`src/rtl/uart_rx.sv`:
```
// UART receiver: 2-flop synchronised serial input, mid-bit sampling, LSB first,
// one stop bit; emits one-cycle dataValid / frameError pulses.
module uart_rx #(
  parameter int ClockFrequency = 50000000,
  parameter int BaudRate       = 115200,
  parameter int NrOfDataBits   = 8
) (
  input  logic                    clock,
  input  logic                    reset,
  input  logic                    rx,
  output logic [NrOfDataBits-1:0] dataBits,
  output logic                    dataValid,
  output logic                    frameError,
  output logic                    busy
);

  localparam int ClocksPerBit = ClockFrequency / BaudRate;
  localparam int HalfBit      = ClocksPerBit / 2;
  localparam int TW           = $clog2(ClocksPerBit);
  localparam int IW           = (NrOfDataBits > 1) ? $clog2(NrOfDataBits) : 1;

  localparam logic [TW-1:0] HalfLast = TW'(HalfBit - 1);
  localparam logic [TW-1:0] BitLast  = TW'(ClocksPerBit - 1);
  localparam logic [IW-1:0] IdxLast  = IW'(NrOfDataBits - 1);

  typedef enum logic [2:0] {
    S_IDLE,
    S_START,
    S_DATA,
    S_STOP,
    S_BREAK
  } state_t;

  state_t                  state, state_n;
  logic                    sync1, rxs;
  logic [TW-1:0]           timer, timer_n;
  logic [IW-1:0]           idx, idx_n;
  logic [NrOfDataBits-1:0] shift, shift_n;
  logic [NrOfDataBits-1:0] data_n;
  logic                    valid_n, ferr_n;

  always_ff @(posedge clock) begin
    if (!reset) begin
      sync1      <= 1'b1;
      rxs        <= 1'b1;
      state      <= S_IDLE;
      timer      <= '0;
      idx        <= '0;
      shift      <= '0;
      dataBits   <= '0;
      dataValid  <= 1'b0;
      frameError <= 1'b0;
    end else begin
      sync1      <= rx;
      rxs        <= sync1;
      state      <= state_n;
      timer      <= timer_n;
      idx        <= idx_n;
      shift      <= shift_n;
      dataBits   <= data_n;
      dataValid  <= valid_n;
      frameError <= ferr_n;
    end
  end

  always_comb begin
    state_n = state;
    timer_n = (timer == BitLast) ? '0 : timer + TW'(1);
    idx_n   = idx;
    shift_n = shift;
    data_n  = dataBits;
    valid_n = 1'b0;
    ferr_n  = 1'b0;
    case (state)
      S_IDLE: begin
        if (!rxs) state_n = S_START;
      end
      S_START: begin
        if (timer == HalfLast) begin
          idx_n   = '0;
          state_n = rxs ? S_IDLE : S_DATA;
        end
      end
      S_DATA: begin
        if (timer == BitLast) begin
          // Shift right with the new bit at the MSB so bit 0 ends up holding the first bit.
          shift_n = shift >> 1;
          shift_n[NrOfDataBits-1] = rxs;
          idx_n = idx + IW'(1);
          if (idx == IdxLast) state_n = S_STOP;
        end
      end
      S_STOP: begin
        if (timer == BitLast) begin
          if (rxs) begin
            data_n  = shift;
            valid_n = 1'b1;
            state_n = S_IDLE;
          end else begin
            ferr_n  = 1'b1;
            state_n = S_BREAK;
          end
        end
      end
      S_BREAK: begin
        if (rxs) state_n = S_IDLE;
      end
      default: state_n = S_IDLE;
    endcase
    if (state_n != state) timer_n = '0;
  end

  always_comb busy = (state != S_IDLE);

endmodule

```
`config.mk`:
```
export PLATFORM = sky130hd
export DESIGN_NAME = uart_rx
export DESIGN_NICKNAME = d
export VERILOG_FILES = /design/src/rtl/uart_rx.sv
export SDC_FILE = /design/constraint.sdc
export NUM_CORES = 1
export LEC_CHECK = 0
export BUFFER_PORTS_ARGS = -buffer_cell sky130_fd_sc_hd__buf_2
export CELL_PAD_IN_SITES_DETAIL_PLACEMENT = 0
export CELL_PAD_IN_SITES_GLOBAL_PLACEMENT = 1
export CORE_MARGIN = 2
export CORE_UTILIZATION = 45
export DETAILED_ROUTE_END_ITERATION = 12
export HOLD_SLACK_MARGIN = 0.12
export PLACE_DENSITY_LB_ADDON = 0.1
export SLEW_MARGIN = 20
export SYNTH_ARGS = -nofsm -noshare
export SYNTH_HDL_FRONTEND = slang
export SYNTH_SLANG_ARGS = --single-unit
```
`constraint.sdc`:
```
create_clock -name clock -period 2.32 [get_ports clock]
set_clock_uncertainty 0.1 [all_clocks]
set_input_delay 0 -clock clock [delete_from_list [all_inputs] [get_ports clock]]
set_output_delay 0 -clock clock [all_outputs]
set_load 0.03 [all_outputs]
```
* Word level (Yosys, flattened, before mapping) *
Cells that the tools add are included.
W data, S select, Z words.

word-level totals
  register bits after elaboration = 35
  input port bits = 3
  output and inout port bits = 11

cells by class
  bitwise logic cells = 1
  add/sub/neg operators = 2
  mux-type cells = 14
  reductions and logical operators = 8
  equality and inequality tests = 10

operators by type and width
  operator               count
  $mux W3                9
  $pmux W3 S5            1
  $add A9 B1 Y9 const B  1
  $eq A9 B8 Y1 const B   1
  $eq A9 B9 Y1 const B   1
  $reduce_and A3 Y1      3
  $eq A3 B2 Y1 const B   2
  $eq A3 B3 Y1 const B   2
  $pmux W3 S2            1
  $ne A2 B2 Y1 const B   2
  $add A3 B1 Y3 const B  1
  $eq A3 B1 Y1 const B   1
  $logic_not A3 Y1       1
  $ne A3 B3 Y1           1
  $reduce_bool A3 Y1     1
  $reduce_or A3 Y1       1
  $mux W1                2
  $mux W2                1
  $reduce_and A2 Y1      1
  $reduce_bool A2 Y1     1
  $not A1 Y1             1

* Longest topological paths before layout *
  depth after elaboration = 6
  mapped depth = 8

* Worst setup path after synthesis *
Ideal clock, no wire load.

  kind = reg2reg
  start point = register timer[1]
  end point = register timer[8]
  data arrival time = 1.529 ns
  stages on the path, launching flop included = 9
  setup slack = 0.603 ns
  setup time = 0.088 ns
  period minus slack after synthesis = 1.717 ns
  cells stage by stage = dfxtp_1 > inv_1 > ha_1 > nand4b_4 > nor4_2 > buf_6 > a211o_1 > buf_6 > a211oi_1

between the ends
  cells in the longest elaborated chain, start to end = 5
  elaborated cells on any way between the ends = 9

ends and longest elaborated chain
  element                                       RTL line    text
  start, declared                               36          logic [TW-1:0] timer, timer_n;
  start signal, assigned                        57          timer <= timer_n;
  $eq A9 B9 Y1 or $eq A9 B8 Y1 (tied branches)  --
  $mux W3, on equally long branches             94, 79, 85
  $pmux W3 S5                                   74          case (state)
  $ne A3 B3 Y1                                  110         if (state_n != state) timer_n = '0;
  $reduce_or A3 Y1 (no line)                    --

Several ways; a longest one is shown, not always the timed one.
A chain may end at the register's enable or synchronous reset.

* Worst setup path after layout *
  start point = register timer[0]
  end point = register timer[5]

The elaborated chain is that of the path after synthesis.

==> results.yml <==
logic_synthesis:
  synth_area_um2: 1630
  ys_ff_latch: 35
  synth_warnings: 0
  ys_async_sr_fraction_pct: 0
  synthCells: 158
  syn_avg_cell_area_um2: 10.3
  synth-edff-count: 0
  synth-main-ff-cell: "dfxtp_1"
  synth_fp_nets: 166
  yosysSeqAreaShare_pct: 43.0
  ys_types: 39
die:
  fp-row-count: 21
  ioPinCount: 14
  dieArea_um2: 4110
  initial_utilization_pct: 47.7
  coreArea_um2: 3420
  die_h_um: 64.1
  die_w_um: 64.1
clocking:
  cts.root.buffer_cell: "clkbuf_4"
  cts_sinks: 35
  h-tree-depth: 2
  ctsLongestPathBuffers: 2
  clk_latency_ns: 0.32
  post_cts_buffers: 0
  cts-buffers-inserted: 5
  path_clk_slew_ns: 0.10
  cts_tree: "done"
sta:
  rsz0062_at_grt: "no"
  max-slew-margin-rel_pct: 71.0
  fin_setup_tns_ns: 0
  hold_violations: 0
  fin_crit_ns: 1.97
  holdWs_ns: 0.336
  fin_crit_sh_pct: 84.9
  tightest_slew_ns: 0.429
  fmax_mhz: 507
  drv_slew: 0
  finalSetupViolCount: 0
cells_and_area:
  design_area_um2: 1810
  layout_commonest_cell: "dfxtp_1"
  layout.nets: 182
  layout_common_cells: "dfxtp_1 (35), mux2i_1 (19), nor2b_1 (17)"
  drive_gt1_share_pct: 15.5
  area_growth_pct: 11.5
  antenna_cells: 0
placed_design:
  placed_cell_area_um2: 1710
  gp_congestion: 0.782
  portBuffers: 13
  hpwl_mm: 2.04
worst_setup_path:
  end_kind: "flip-flop"
  critical_path_class: "flip-flop to flip-flop"
  regToRegStartpoint: "timer[0]$_SDFF_PP0_"
  critical_path.cell_chain: "inv_1 -> ha_1 -> nor4bb_1 -> nand4b_1 -> nand4_1 -> a211oi_1"
  critPathSlowestCell: "dfxtp_1"
  worst_setup_path_start_kind: "flip-flop"
  cp_data_required_time_ns: 2.44
  max_stage_delay_ns: 0.47
  cp-startpoint: "timer[0]$_SDFF_PP0_"
  critPathMaxFanout: 9
  cp.arrival_ns: 2.09
grt:
  antenna_found_initial: 0
  grt_max_degree: 30
  grt_pass1_vias: 1166
  overflow: 0
  grt_first_pass_wirelength_mm: 5.11
  track_usage_pct: 15.9
power:
  ir_drop_mv: 0.371
  power_density_nw_per_um2: 596
  leakage_nw: 0.664
detailed_routing:
  vias_per_cell: 5.24
  first_iter_violations: 49
  totalWireLength_mm: 2.88
  antenna_left: 0
  drt_pre_antenna_iters: 4
  drcViolationCount: 0
  vias: 1153
  drt-wirelength-per-cell_um: 13.1
worst_hold_path:
  holdCritPathClass: "flip-flop to flip-flop"
  min-delay-start: "sync1$_SDFF_PN1_"
job:
  cap_viol_max_count: 0
outcome:
  status: "complete, no violations"
==> routing by layer <==
metal	up-vias	track usage, %	routed length, um	part of all wire [%]
met5	-	0	0	0
met4	0	7.98	80	2.8
li1	588	-	-	-
met1	524	20.5	1430	50
met3	12	4.40	113	3.9
met2	29	24.2	1250	43
==> layout make-up <==
type / count / area [um2]
clock buffer: 6 / 41.3
timing repair buffer: 18 / 110
tap: 46 / 57.6
fill: 330 / 1600
sequential: 35 / 701
inverter: 4 / 15.0
multi-input combinational: 110 / 860
clock inverter: 1 / 30.0
==> power breakdown <==
| group | switching (mW) | internal (mW) |
|---|---|---|
| logic | 0.0309 | 0.0241 |
| clock network | 0.185 | 0.222 |
| registers | 0.0114 | 0.608 |
==> cell usage after synthesis (2+ instances only) <==
cell,count,area [um2]
a211oi_1,9,67.6
buf_2,2,10.0
buf_4,2,15.0
buf_6,2,22.5
clkbuf_1,3,11.3
dfxtp_1,35,701
ha_1,5,62.6
inv_1,4,15.0
mux2i_1,19,190
nand2_1,9,33.8
nand2b_1,3,18.8
nand3_1,6,30.0
nand4_1,2,12.5
nand4b_1,2,17.5
nor2_1,5,18.8
nor2b_1,17,106
nor3_1,4,20.0
nor4bb_1,2,20.0
or3_1,2,12.5
xnor2_1,5,43.8
xor2_1,2,17.5
==> stage by stage <==
stage / utilization [%] / total power [mW] / setup slack, ns / std cells
6_report: 53.1 / 1.08 / 0.349 / 220
3_3_place_gp: 50.1 / 0.684 / 0.444 / 210
5_1_grt: 53.1 / 1.13 / 0.131 / 220
3_5_place_dp: 50.1 / 0.685 / 0.354 / 210
2_1_floorplan: - / 0.673 / 0.603 / 158
4_1_cts: 53.1 / 1.10 / 0.319 / 220
==> state kept, by name (all words and copies together), names as in the netlist, 3 cells and up <==
name and cells:
dataBits 8, idx 3, shift 8, state 3, timer 9
==> cells by family (layout without fill, tap and decap cells) <==
family          count (synthesis)  in the layout  synth area share [%]
simple gates                   62             62                  24.8
compound gates                 17             17                  8.38
fa+ha+maj                       5              5                  3.84
mux                            19             19                  11.7
xor+xnor                        7              7                  3.77
buf+inv                        13             29                  4.53
flops                          35             35                  43.0
==> repair_timing <==
item / in CTS / in global routing
resized for setup: 0 / 0
endpoints found under the hold margin: 26 / 0
endpoints found under the setup margin: 0 / 0
hold buffers: 3 / 0
==> final timing paths <==
kind                            cells past startpoint                  end  slack [ns]
worst max register to register                      6  timer[5]$_SDFF_PP0_        0.35
worst min-delay path                                1       rxs$_SDFF_PN1_        0.34
worst min register to register                      1       rxs$_SDFF_PN1_        0.34
worst max-delay path                                6  timer[5]$_SDFF_PP0_        0.35
==> worst max-delay path, delay by kind of cell (launching register included) <==
| family | cells | cell delay, ns |
|---|---|---|
| AOI/OAI and AO/OA | 1 | 0.38 |
| adders and majority gates | 1 | 0.21 |
| buffers and inverters | 1 | 0.08 |
| DFF | 1 | 0.47 |
| and+or+nand+nor | 3 | 0.63 |
Power figures use the tool's default switching activity.
